### config.mk
export PLATFORM = sky130hd
export DESIGN_NAME = adc_buf_reader
export DESIGN_NICKNAME = d
export VERILOG_FILES = /design/src/rtl/adc_buf_pkg.sv /design/src/rtl/sync_fifo2.sv /design/src/rtl/adc_buf_reader.sv
export SDC_FILE = /design/constraint.sdc
export NUM_CORES = 1
export LEC_CHECK = 0
export CELL_PAD_IN_SITES_DETAIL_PLACEMENT = 0
export CELL_PAD_IN_SITES_GLOBAL_PLACEMENT = 1
export CORE_MARGIN = 2
export CORE_UTILIZATION = 44
export CTS_CLUSTER_SIZE = 20
export DETAILED_ROUTE_END_ITERATION = 6
export PLACE_DENSITY = 0.9
export SKIP_CTS_REPAIR_TIMING = 1
export SYNTH_ARGS = -nofsm -noshare
export SYNTH_HDL_FRONTEND = slang
export SYNTH_SLANG_ARGS = --single-unit
### constraint.sdc
create_clock -name clk -period 9.8 [get_ports clk]
set_clock_uncertainty 0.05 [all_clocks]
set_input_delay 1.96 -clock clk [delete_from_list [all_inputs] [get_ports clk]]
set_output_delay 1.96 -clock clk [all_outputs]
set_load 0.005 [all_outputs]
### src/rtl/adc_buf_pkg.sv
// adc_buf_pkg: constants and reader state type shared by the ADC buffer writer and reader
package adc_buf_pkg;
    localparam int ADDR_W = 16;
    localparam int DATA_W = 64;
    localparam int HALF_WORDS = 32768;
    typedef enum logic [1:0] {IDLE, RUN, DRAIN} state_t;
endpackage

### src/rtl/sync_fifo2.sv
// sync_fifo2: 2-entry first-word-fall-through FIFO
// ports: clk, rst (sync, active-high), push/din write side, pop/dout read side
// (dout valid whenever empty is low), full/empty occupancy flags
module sync_fifo2
    import adc_buf_pkg::*;
#(
    parameter int W = DATA_W + 1
) (
    input  logic         clk,
    input  logic         rst,
    input  logic         push,
    input  logic [W-1:0] din,
    input  logic         pop,
    output logic [W-1:0] dout,
    output logic         full,
    output logic         empty
);
    logic [W-1:0] mem [2];
    logic         wp, rp, do_push, do_pop;
    logic [1:0]   cnt;
    assign do_push = push && !full;
    assign do_pop  = pop && !empty;
    assign full    = cnt == 2'd2;
    assign empty   = cnt == 2'd0;
    assign dout    = mem[rp];
    always_ff @(posedge clk) begin
        if (do_push) mem[wp] <= din;
    end
    always_ff @(posedge clk) begin
        if (rst) begin
            wp  <= 1'b0;
            rp  <= 1'b0;
            cnt <= 2'd0;
        end else begin
            wp  <= wp ^ do_push;
            rp  <= rp ^ do_pop;
            cnt <= cnt + {1'b0, do_push} - {1'b0, do_pop};
        end
    end
endmodule

### src/rtl/adc_buf_reader.sv
// adc_buf_reader: reads each completed ping-pong half of the ADC BRAM and streams it to the host DMA
// ports: clk, reset (sync, active-high); wr_half writer's current half; cfg_len words per block (0 = off);
// ovr_clr clears sticky overrun; bram_rd_en/bram_rd_addr/bram_rd_dout BRAM read port (1-cycle latency);
// m_data/m_valid/m_ready/m_last output stream; user_int_o block-done pulse; busy; overrun; blk_count
module adc_buf_reader #(
    parameter int ADDR_W     = adc_buf_pkg::ADDR_W,
    parameter int DATA_W     = adc_buf_pkg::DATA_W,
    parameter int HALF_WORDS = adc_buf_pkg::HALF_WORDS
) (
    input  logic              clk,
    input  logic              reset,
    input  logic              wr_half,
    input  logic [31:0]       cfg_len,
    input  logic              ovr_clr,
    output logic              bram_rd_en,
    output logic [ADDR_W-1:0] bram_rd_addr,
    input  logic [DATA_W-1:0] bram_rd_dout,
    output logic [DATA_W-1:0] m_data,
    output logic              m_valid,
    input  logic              m_ready,
    output logic              m_last,
    output logic              user_int_o,
    output logic              busy,
    output logic              overrun,
    output logic [31:0]       blk_count
);
    import adc_buf_pkg::*;
    state_t            state, nxt;
    logic              wr_q, wr_p, evt, idle, start, start_half, pend, pend_half;
    logic              infl, infl_last, last_rd, pop, done, ovr_set;
    logic              fifo_full, fifo_empty, fifo_last;
    logic [1:0]        occ;
    logic [31:0]       len_q, cnt_q, eff_len;
    logic [ADDR_W-1:0] addr_q;
    assign evt        = (wr_q != wr_p) && (cfg_len != 32'd0);
    assign idle       = state == IDLE;
    assign busy       = !idle;
    assign start      = idle && (cfg_len != 32'd0) && (pend || evt);
    assign start_half = pend ? pend_half : wr_p;
    assign eff_len    = cfg_len > 32'(HALF_WORDS) ? 32'(HALF_WORDS) : cfg_len;
    assign occ        = fifo_full ? 2'd2 : {1'b0, !fifo_empty};
    assign m_valid    = !fifo_empty;
    assign m_last     = m_valid && fifo_last;
    assign pop        = m_valid && m_ready;
    assign done       = pop && m_last;
    assign last_rd    = cnt_q == len_q - 32'd1;
    assign ovr_set    = evt && busy && pend;
    // a beat leaving this cycle frees a slot, which keeps reads back-to-back at full rate
    assign bram_rd_en   = (state == RUN) && ({1'b0, occ} + {2'b0, infl} < 3'd2 + {2'b0, pop});
    assign bram_rd_addr = addr_q;
    always_comb begin
        nxt = state;
        nxt = idle ? (start ? RUN : IDLE)
            : state == RUN ? (bram_rd_en && last_rd ? DRAIN : RUN)
            : (done ? IDLE : DRAIN);
    end
    always_ff @(posedge clk) begin
        if (reset) begin
            state      <= IDLE;
            wr_q       <= wr_half;
            wr_p       <= wr_half;
            len_q      <= '0;
            cnt_q      <= '0;
            addr_q     <= '0;
            infl       <= 1'b0;
            infl_last  <= 1'b0;
            pend       <= 1'b0;
            pend_half  <= 1'b0;
            overrun    <= 1'b0;
            user_int_o <= 1'b0;
            blk_count  <= '0;
        end else begin
            state <= nxt;
            wr_q  <= wr_half;
            wr_p  <= wr_q;
            if (start) begin
                len_q  <= eff_len;
                cnt_q  <= '0;
                addr_q <= start_half ? ADDR_W'(HALF_WORDS) : '0;
            end else if (bram_rd_en) begin
                cnt_q <= cnt_q + 32'd1;
                if (!last_rd) addr_q <= addr_q + 1'b1;
            end
            infl      <= bram_rd_en;
            infl_last <= bram_rd_en && last_rd;
            // an event landing while IDLE with a pending block re-fills the slot that start consumes
            if (evt && (busy || pend) && !ovr_set) begin
                pend      <= 1'b1;
                pend_half <= wr_p;
            end else if (start && pend) begin
                pend <= 1'b0;
            end
            overrun    <= ovr_set || (overrun && !ovr_clr);
            user_int_o <= done;
            blk_count  <= blk_count + 32'(done);
        end
    end
    sync_fifo2 #(.W(DATA_W + 1)) u_fifo (
        .clk   (clk),
        .rst   (reset),
        .push  (infl),
        .din   ({infl_last, bram_rd_dout}),
        .pop   (pop),
        .dout  ({fifo_last, m_data}),
        .full  (fifo_full),
        .empty (fifo_empty)
    );
endmodule
==> out/results.ini, run 1 <==
[setup_path]
cp-end-kind = output pin
rr_endpoint = bram_rd_addr[0]$_SDFFE_PP0P_
cp_common_cell = clkdlybuf4s50_1
arrival_ps = 4050
reg2reg_from = len_q[0]$_SDFFE_PP0P_
crit_family = buffers and inverters
reg2reg_slack_ps = 6040
r2r_cells = 12
critical_path.max_stage_delay_ps = 660
path_max_fanout = 28
cp_cell_sequence = clkdlybuf4s50_1 > nand2b_1 > a221o_1 > inv_2 > clkdlybuf4s50_1
critPathRequiredTime_ps = 7790
critPathKind = in -> out
cp_slowest_cell = a221o_1
path_buf_inv = 3
worstSetupStartpointType = input port

[sta]
fmax_ghz = 0.165
setup_viol = 0
slew_viol_final = 0
worst_slew_margin_rel = 0.325
worst_pin_slew_ps = 1000
rsz0062_at_grt = no
fin_crit_sh = 0.618
finalHoldViolCount = 0
period_needed_ps = 6060
finalSetupTns_ps = 0

[floorplan]
io_pins = 219
dieHeight_microns = 162
die_area_sq_um = 26300
rows = 57
die_w_microns = 162
start_util = 0.450
core_sq_um = 24500

[power]
total_power_uw = 2710
p_leak_uw = 0.00502
powerDensity_nw_per_um2 = 189
ir_worst_vdd_uv = 122

[synth]
synthAdderAreaFrac = 0.0114
synth-simple-area-share = 0.161
synth_compound_area_frac = 0.0665
syn_inst = 941
ys_top_cells_by_area = edfxtp_1 (35%), dfxtp_1 (23%), mux2_2 (6.6%), xor2_1 (4.5%), xnor2_1 (3.8%)
avgSynthCellArea_sq_um = 11.7
ys.flop_type = edfxtp_1
yosysSeqAreaShare = 0.584
synth_xor_area_frac = 0.0835
synth_area_sq_um = 11000
synth_top_area_share = 0.355
yosys.area.top_type = edfxtp_1
ys_ff_latch = 256
yosysMostFrequentCell = edfxtp_1
synth_common_cells = edfxtp_1 (130), dfxtp_1 (126), nor2_1 (82)
synth_top_family_by_area = simple AND/OR/NAND/NOR gates
syn-num-nets = 1052
synth_cell_types = 65
synth-edff-count = 130
ys_async_sr_fraction = 0
synthMuxAreaShare = 0.0683
yosys_warnings = 0

[finish]
area_growth_pct = 30.3
final_nets = 1265
drive_above_1_share = 0.111
diodes = 0
nFillCells = 1975

[grt]
grt_pass1_vias = 7716
grt_max_degree = 66
antenna_found_initial = 0
grt_usage = 0.195
grt_first_pass_wirelength_mm = 41.3
grt-ovfl-total = 0

[detailed_routing]
firstDrtPassIters = 5
drt_drc_violations_left = 0
ant_nets = 0
drt_iter0_drc = 431
routed_wirelength_mm = 26.5
vias = 7935
post_drt_wl_per_cell_microns = 17.7
via_per_inst = 5.30

[clocking]
clk_pin_slew_ps = 60
cts_tree = done
numCtsBuffers = 27
cts_root_buffer = clkbuf_16
insertion_delay_ps = 530
clock-sinks = 256
h-tree-depth = 1
clockBufferDepth = 3

[hold_path]
hold_path_depth = 0
hold_start = infl_last$_SDFF_PP0_
worstHoldEndpoint = u_fifo.mem[0][64]$_DFFE_PP_
hold_path.class = reg -> reg

[outcome]
status = finished, final reports clean

[job]
drv_cap = 0

[placed_design]
dp_hpwl_mm = 18.4
place_congestion = 0.843
io_buffers = 218

==> cells by family after synthesis <==
family	after synthesis
simple gates	330
compound gates	109
fa+ha+maj	10
buf+inv	64
mux	67
xor+xnor	105
flops	256
==> state kept, by name (all words and copies together) (netlist names) <==
name	flops
u_fifo.cnt	2
pend_half	1
infl_last	1
infl	1
blk_count	32
u_fifo.wp	1
wr_p	1
u_fifo.mem	130
pend	1
overrun	1
len_q	32
u_fifo.rp	1
state	2
cnt_q	32
user_int_o	1
wr_q	1
bram_rd_addr	16
==> worst max-delay path by stage <==
stage | startpoint | to | slack, ps | depth (start not counted)
detailed placement | m_ready | bram_rd_en | 3730 | 5
floorplan | m_ready | bram_rd_en | 5170 | 4
finish | m_ready | bram_rd_en | 3740 | 5
global route | m_ready | bram_rd_en | 3580 | 5
global placement | m_ready | bram_rd_en | 3760 | 5
CTS | m_ready | bram_rd_en | 3730 | 5
==> power breakdown <==
group          switching [uW]  internal [uW]
registers                20.3           1180
clock network             397            609
logic                     207            293
==> metal layers <==
| metal | GRT usage | routed length [microns] |
|---|---|---|
| met5 | 0 | 0 |
| met4 | 0.0475 | 476 |
| met1 | 0.245 | 11100 |
| met3 | 0.0493 | 2090 |
| met2 | 0.339 | 12800 |
==> cells in the final DEF (no fill, tap or decap), drive strengths merged, types with 5 or more instances in the layout <==
master / count
buf: 10
ha: 10
nor3: 23
mux2: 65
clkdlybuf4s50: 217
a31oi: 5
xor2: 57
a22o: 13
nand2: 43
nor2: 82
xnor2: 48
nor2b: 5
or4: 17
nor4: 18
edfxtp: 130
dfxtp: 126
inv: 21
nand4: 19
clkinv: 5
nand3: 46
and3: 41
nand2b: 8
o21ai: 18
or3: 12
o31ai: 15
a21oi: 31
clkbuf: 36
==> layout make-up <==
type	instances	area, sq um	share of cell area
well taps	324	405	0.0283
flip-flops and latches	256	6430	0.448
inverters	21	78.8	0.00549
multi-input cells	621	4320	0.301
clock inverters	12	158	0.0110
repair buffers	227	2240	0.156
clock buffers	36	709	0.0494
==> stage by stage <==
step	hold WS (ps)	util	worst slack, ps	instances	instance area [sq um]
floorplan	354	-	5170	941	11000
global placement	359	0.551	3760	1449	13500
detailed placement	379	0.551	3730	1449	13500
CTS	393	0.587	3730	1497	14300
global route	409	0.587	3580	1497	14300
finish	390	0.587	3740	1497	14300
Power figures use the tool's default switching activity.
==> run 2, diff against run 1 <==
CORE_UTILIZATION = 41   (was 44)
PLACE_DENSITY = 0.85   (was 0.9)
clock period = 6.3 ns   (was 9.8 ns; I/O delays follow)
==> out/results.ini, run 2 (synthesis results as in run 1) <==
[floorplan]
core_sq_um = 26200
dieHeight_microns = 168
die_w_microns = 168
start_util = 0.420
rows = 59
die_area_sq_um = 28200
io_pins = 219

[setup_path]
cp-end-kind = output pin
crit_start = m_ready
critPathRequiredTime_ps = 4990
arrival_ps = 3100
reg2reg_from = len_q[0]$_SDFFE_PP0P_
reg2reg_slack_ps = 2550
path_max_fanout = 28
worstSetupStartpointType = input port
critPathKind = in -> out

[power]
p_leak_uw = 0.00504
ir_worst_vdd_uv = 201
powerDensity_nw_per_um2 = 292

[placed_design]
post-place-ws_ps = 1890
place_congestion = 0.814
io_buffers = 218
dpl-instance-area_sq_um = 13500
dp_hpwl_mm = 17.9

[sta]
slew_viol_final = 0
setup_viol = 0
finalSetupTns_ps = 0
worst_slew_margin_rel = 0.354
rsz0062_at_grt = no
fmax_ghz = 0.227
period_needed_ps = 4410
finalHoldViolCount = 0
worst_slack_ps = 1890
fin_crit_sh = 0.700
holdWs_ps = 389
worst_pin_slew_ps = 969

[grt]
grt_usage = 0.177
grt_max_degree = 65
grt_first_pass_wirelength_mm = 40.6
grt_pass1_vias = 7714
antenna_found_initial = 0
grt-ovfl-total = 0

[detailed_routing]
post_drt_wl_per_cell_microns = 17.0
firstDrtPassIters = 4
vias = 7915
via_per_inst = 5.23
drt_iter0_drc = 591
ant_nets = 0
drt_drc_violations_left = 0
routed_wirelength_mm = 25.8

[finish]
seq_area_sq_um = 6430
top_register = u_fifo.mem
stdcell_area_sq_um = 14400
nFillCells = 2204
multi_input_area_sq_um = 4320
diodes = 0
drive_above_1_share = 0.115
layout_commonest_cell = clkdlybuf4s50_1
layout_common_cells = clkdlybuf4s50_1 (217), edfxtp_1 (130), dfxtp_1 (125), nor2_1 (82), mux2_2 (65)
final_nets = 1268
largest_reg_flops = 130
area_growth_pct = 30.6

[clocking]
h-tree-depth = 1
numCtsBuffers = 28
clock-sinks = 256
cts_root_buffer = clkbuf_16
insertion_delay_ps = 530
clk_pin_slew_ps = 60
cts_tree = done
clockBufferDepth = 3

[job]
drv_cap = 0

[outcome]
status = finished, final reports clean

[hold_path]
hold_path.class = reg -> reg
hold_start = infl_last$_SDFF_PP0_

==> run 2: final cells by class <==
cell class | count | share of cell area
Tap cell | 335 | 0.0291
Clock inverter | 11 | 0.00739
Multi-Input combinational cell | 621 | 0.300
Clock buffer | 40 | 0.0538
Timing Repair Buffer | 229 | 0.157
Inverter | 21 | 0.00548
Sequential cell | 256 | 0.447
==> run 2: per-layer routing <==
layer  share of wire  GRT usage  up-vias
met5               0          0        -
met4           0.015     0.0431        0
met3           0.082     0.0463       29
met2            0.46      0.289      228
met1            0.45      0.237     3759
li1                -          -     3899
==> run 2: worst paths after layout <==
kind | to | depth (start not counted)
worst min-delay path | u_fifo.mem[1][64]$_DFFE_PP_ | 0
worst max register to register | state[0]$_SDFF_PP0_ | 12
worst max-delay path | bram_rd_en | 6
worst min register to register | u_fifo.mem[1][64]$_DFFE_PP_ | 0
==> run 2: critical path, stage by stage <==
cell             delay [ps]
clkdlybuf4s50_1         490
nand2b_1                 60
a221o_1                 310
buf_4                   220
inv_2                   200
clkdlybuf4s50_1         550
==> run 2: per-stage QoR <==
step                       util  power, uW  instances
after CTS                 0.549       4260       1513
after global placement    0.515       2680       1462
after floorplan               -       2270        941
final                     0.549       4200       1513
after detailed placement  0.515       2690       1462
after global routing      0.549       4390       1513
==> run 2: report_power, final <==
| part | switching [uW] | total, uW | internal (uW) |
|---|---|---|---|
| combinational | 286 | 743 | 457 |
| sequential | 66.1 | 1900 | 1830 |
| clock | 627 | 1560 | 932 |
| total | 979 | 4200 | 3220 |
==> run 3, diff against run 2 <==
clock period = 4.6 ns   (was 6.3 ns; I/O delays follow)
==> out/results.ini, run 3 (synthesis results as in run 1) <==
[outcome]
status = finished, final reports clean

[floorplan]
io_pins = 219
core_sq_um = 26200
dieHeight_microns = 168
die_w_microns = 168
die_area_sq_um = 28200
rows = 59
start_util = 0.420

[clocking]
clockBufferDepth = 3
cts_tree = done
cts_root_buffer = clkbuf_16
h-tree-depth = 1
insertion_delay_ps = 530
numCtsBuffers = 27
clk_pin_slew_ps = 60
clock-sinks = 256

[sta]
worst_slew_margin_rel = 0.411
holdWs_ps = 400
fmax_ghz = 0.260
rsz0062_at_grt = no
setup_viol = 0
finalSetupTns_ps = 0
fin_crit_sh = 0.837
period_needed_ps = 3850
slew_viol_final = 0
finalHoldViolCount = 0
worst_pin_slew_ps = 884
worst_slack_ps = 749

[grt]
grt_pass1_vias = 7790
grt_usage = 0.181
grt_first_pass_wirelength_mm = 41.7
grt_max_degree = 66
antenna_found_initial = 1
grt-ovfl-total = 0

[hold_path]
hold_path.class = reg -> reg

[detailed_routing]
via_per_inst = 5.29
firstDrtPassIters = 5
post_drt_wl_per_cell_microns = 17.4
ant_nets = 0
drt_iter0_drc = 678
vias = 8012
routed_wirelength_mm = 26.3
drt_drc_violations_left = 0

[setup_path]
cp-end-kind = flop
path_max_fanout = 31
critical_path.max_stage_delay_ps = 560
critPathKind = reg -> reg
path_buf_inv = 1
cp_slowest_cell = or4_1
cp_cell_sequence = inv_1 > ha_1 > nor4b_1 > nand3_1 > or4_1 > a2111oi_0 > nand3_1 > nor4_4 > and4_4 > or4_1 > a21oi_1
arrival_ps = 4180
worstSetupStartpointType = flop
critPathRequiredTime_ps = 4930
crit_family = simple AND/OR/NAND/NOR gates

[finish]
multi_input_area_sq_um = 4320
largest_reg_flops = 130
nFillCells = 2232
area_growth_pct = 31.0
seq_area_sq_um = 6430
final_nets = 1270
drive_above_1_share = 0.119
layout_commonest_cell = clkdlybuf4s50_1
diodes = 0
layout_common_cells = clkdlybuf4s50_1 (217), edfxtp_1 (130), dfxtp_1 (125), nor2_1 (82), mux2_2 (65)
top_register = u_fifo.mem
fin_cells = 1515

[power]
powerDensity_nw_per_um2 = 404
total_power_uw = 5820
p_leak_uw = 0.00506
ir_worst_vdd_uv = 276

[placed_design]
place_congestion = 0.849
dp_hpwl_mm = 18.4
post-place-ws_ps = 692
dp.cells = 1465
io_buffers = 218

[job]
drv_cap = 0

-- run 3: changes by cell type in the layout (fill, tap and decap cells not counted), moves of 2 or more --
cell	before	now
buf_4	11	14
clkbuf_16	29	27
clkbuf_4	2	0
inv_6	0	2
bufinv_16	2	4
clkbuf_1	9	4
-- run 3: metal layers --
| layer | global-route usage | vias up | routed length [microns] |
|---|---|---|---|
| met5 | 0 | - | 13 |
| met4 | 0.0386 | 2 | 410 |
| li1 | - | 3898 | - |
| met3 | 0.0435 | 31 | 2130 |
| met2 | 0.295 | 260 | 12000 |
| met1 | 0.248 | 3821 | 11700 |
-- run 3: path summary, 6_finish.rpt --
path | cells past startpoint | slack, ps | startpoint | end
hold reg to reg | 0 | 400 | infl_last$_SDFF_PP0_ | u_fifo.mem[1][64]$_DFFE_PP_
hold / removal | 0 | 400 | infl_last$_SDFF_PP0_ | u_fifo.mem[1][64]$_DFFE_PP_
setup / recovery | 11 | 750 | len_q[0]$_SDFFE_PP0P_ | bram_rd_addr[13]$_SDFFE_PP0P_
setup reg to reg | 11 | 750 | len_q[0]$_SDFFE_PP0P_ | bram_rd_addr[13]$_SDFFE_PP0P_
-- run 3: report_power, final --
group | leakage, uW | internal [uW] | switching [uW]
combinational | 0.00243 | 631 | 448
clock | 0.000426 | 1300 | 885
sequential | 0.00220 | 2510 | 41.5
total | 0.00506 | 4450 | 1370
-- run 3: cell type report --
cell class | instances | share of cell area
Tap cell | 335 | 0.0291
Multi-Input combinational cell | 621 | 0.299
Inverter | 21 | 0.00547
Timing Repair Buffer | 232 | 0.158
Clock buffer | 31 | 0.0479
Sequential cell | 256 | 0.446
Clock inverter | 19 | 0.0143
-- run 3: stage by stage --
step	instance area, sq um	utilization
5_1_grt	14400	0.550
2_1_floorplan	11000	-
3_5_place_dp	13500	0.516
4_1_cts	14400	0.550
6_report	14400	0.550
3_3_place_gp	13500	0.516
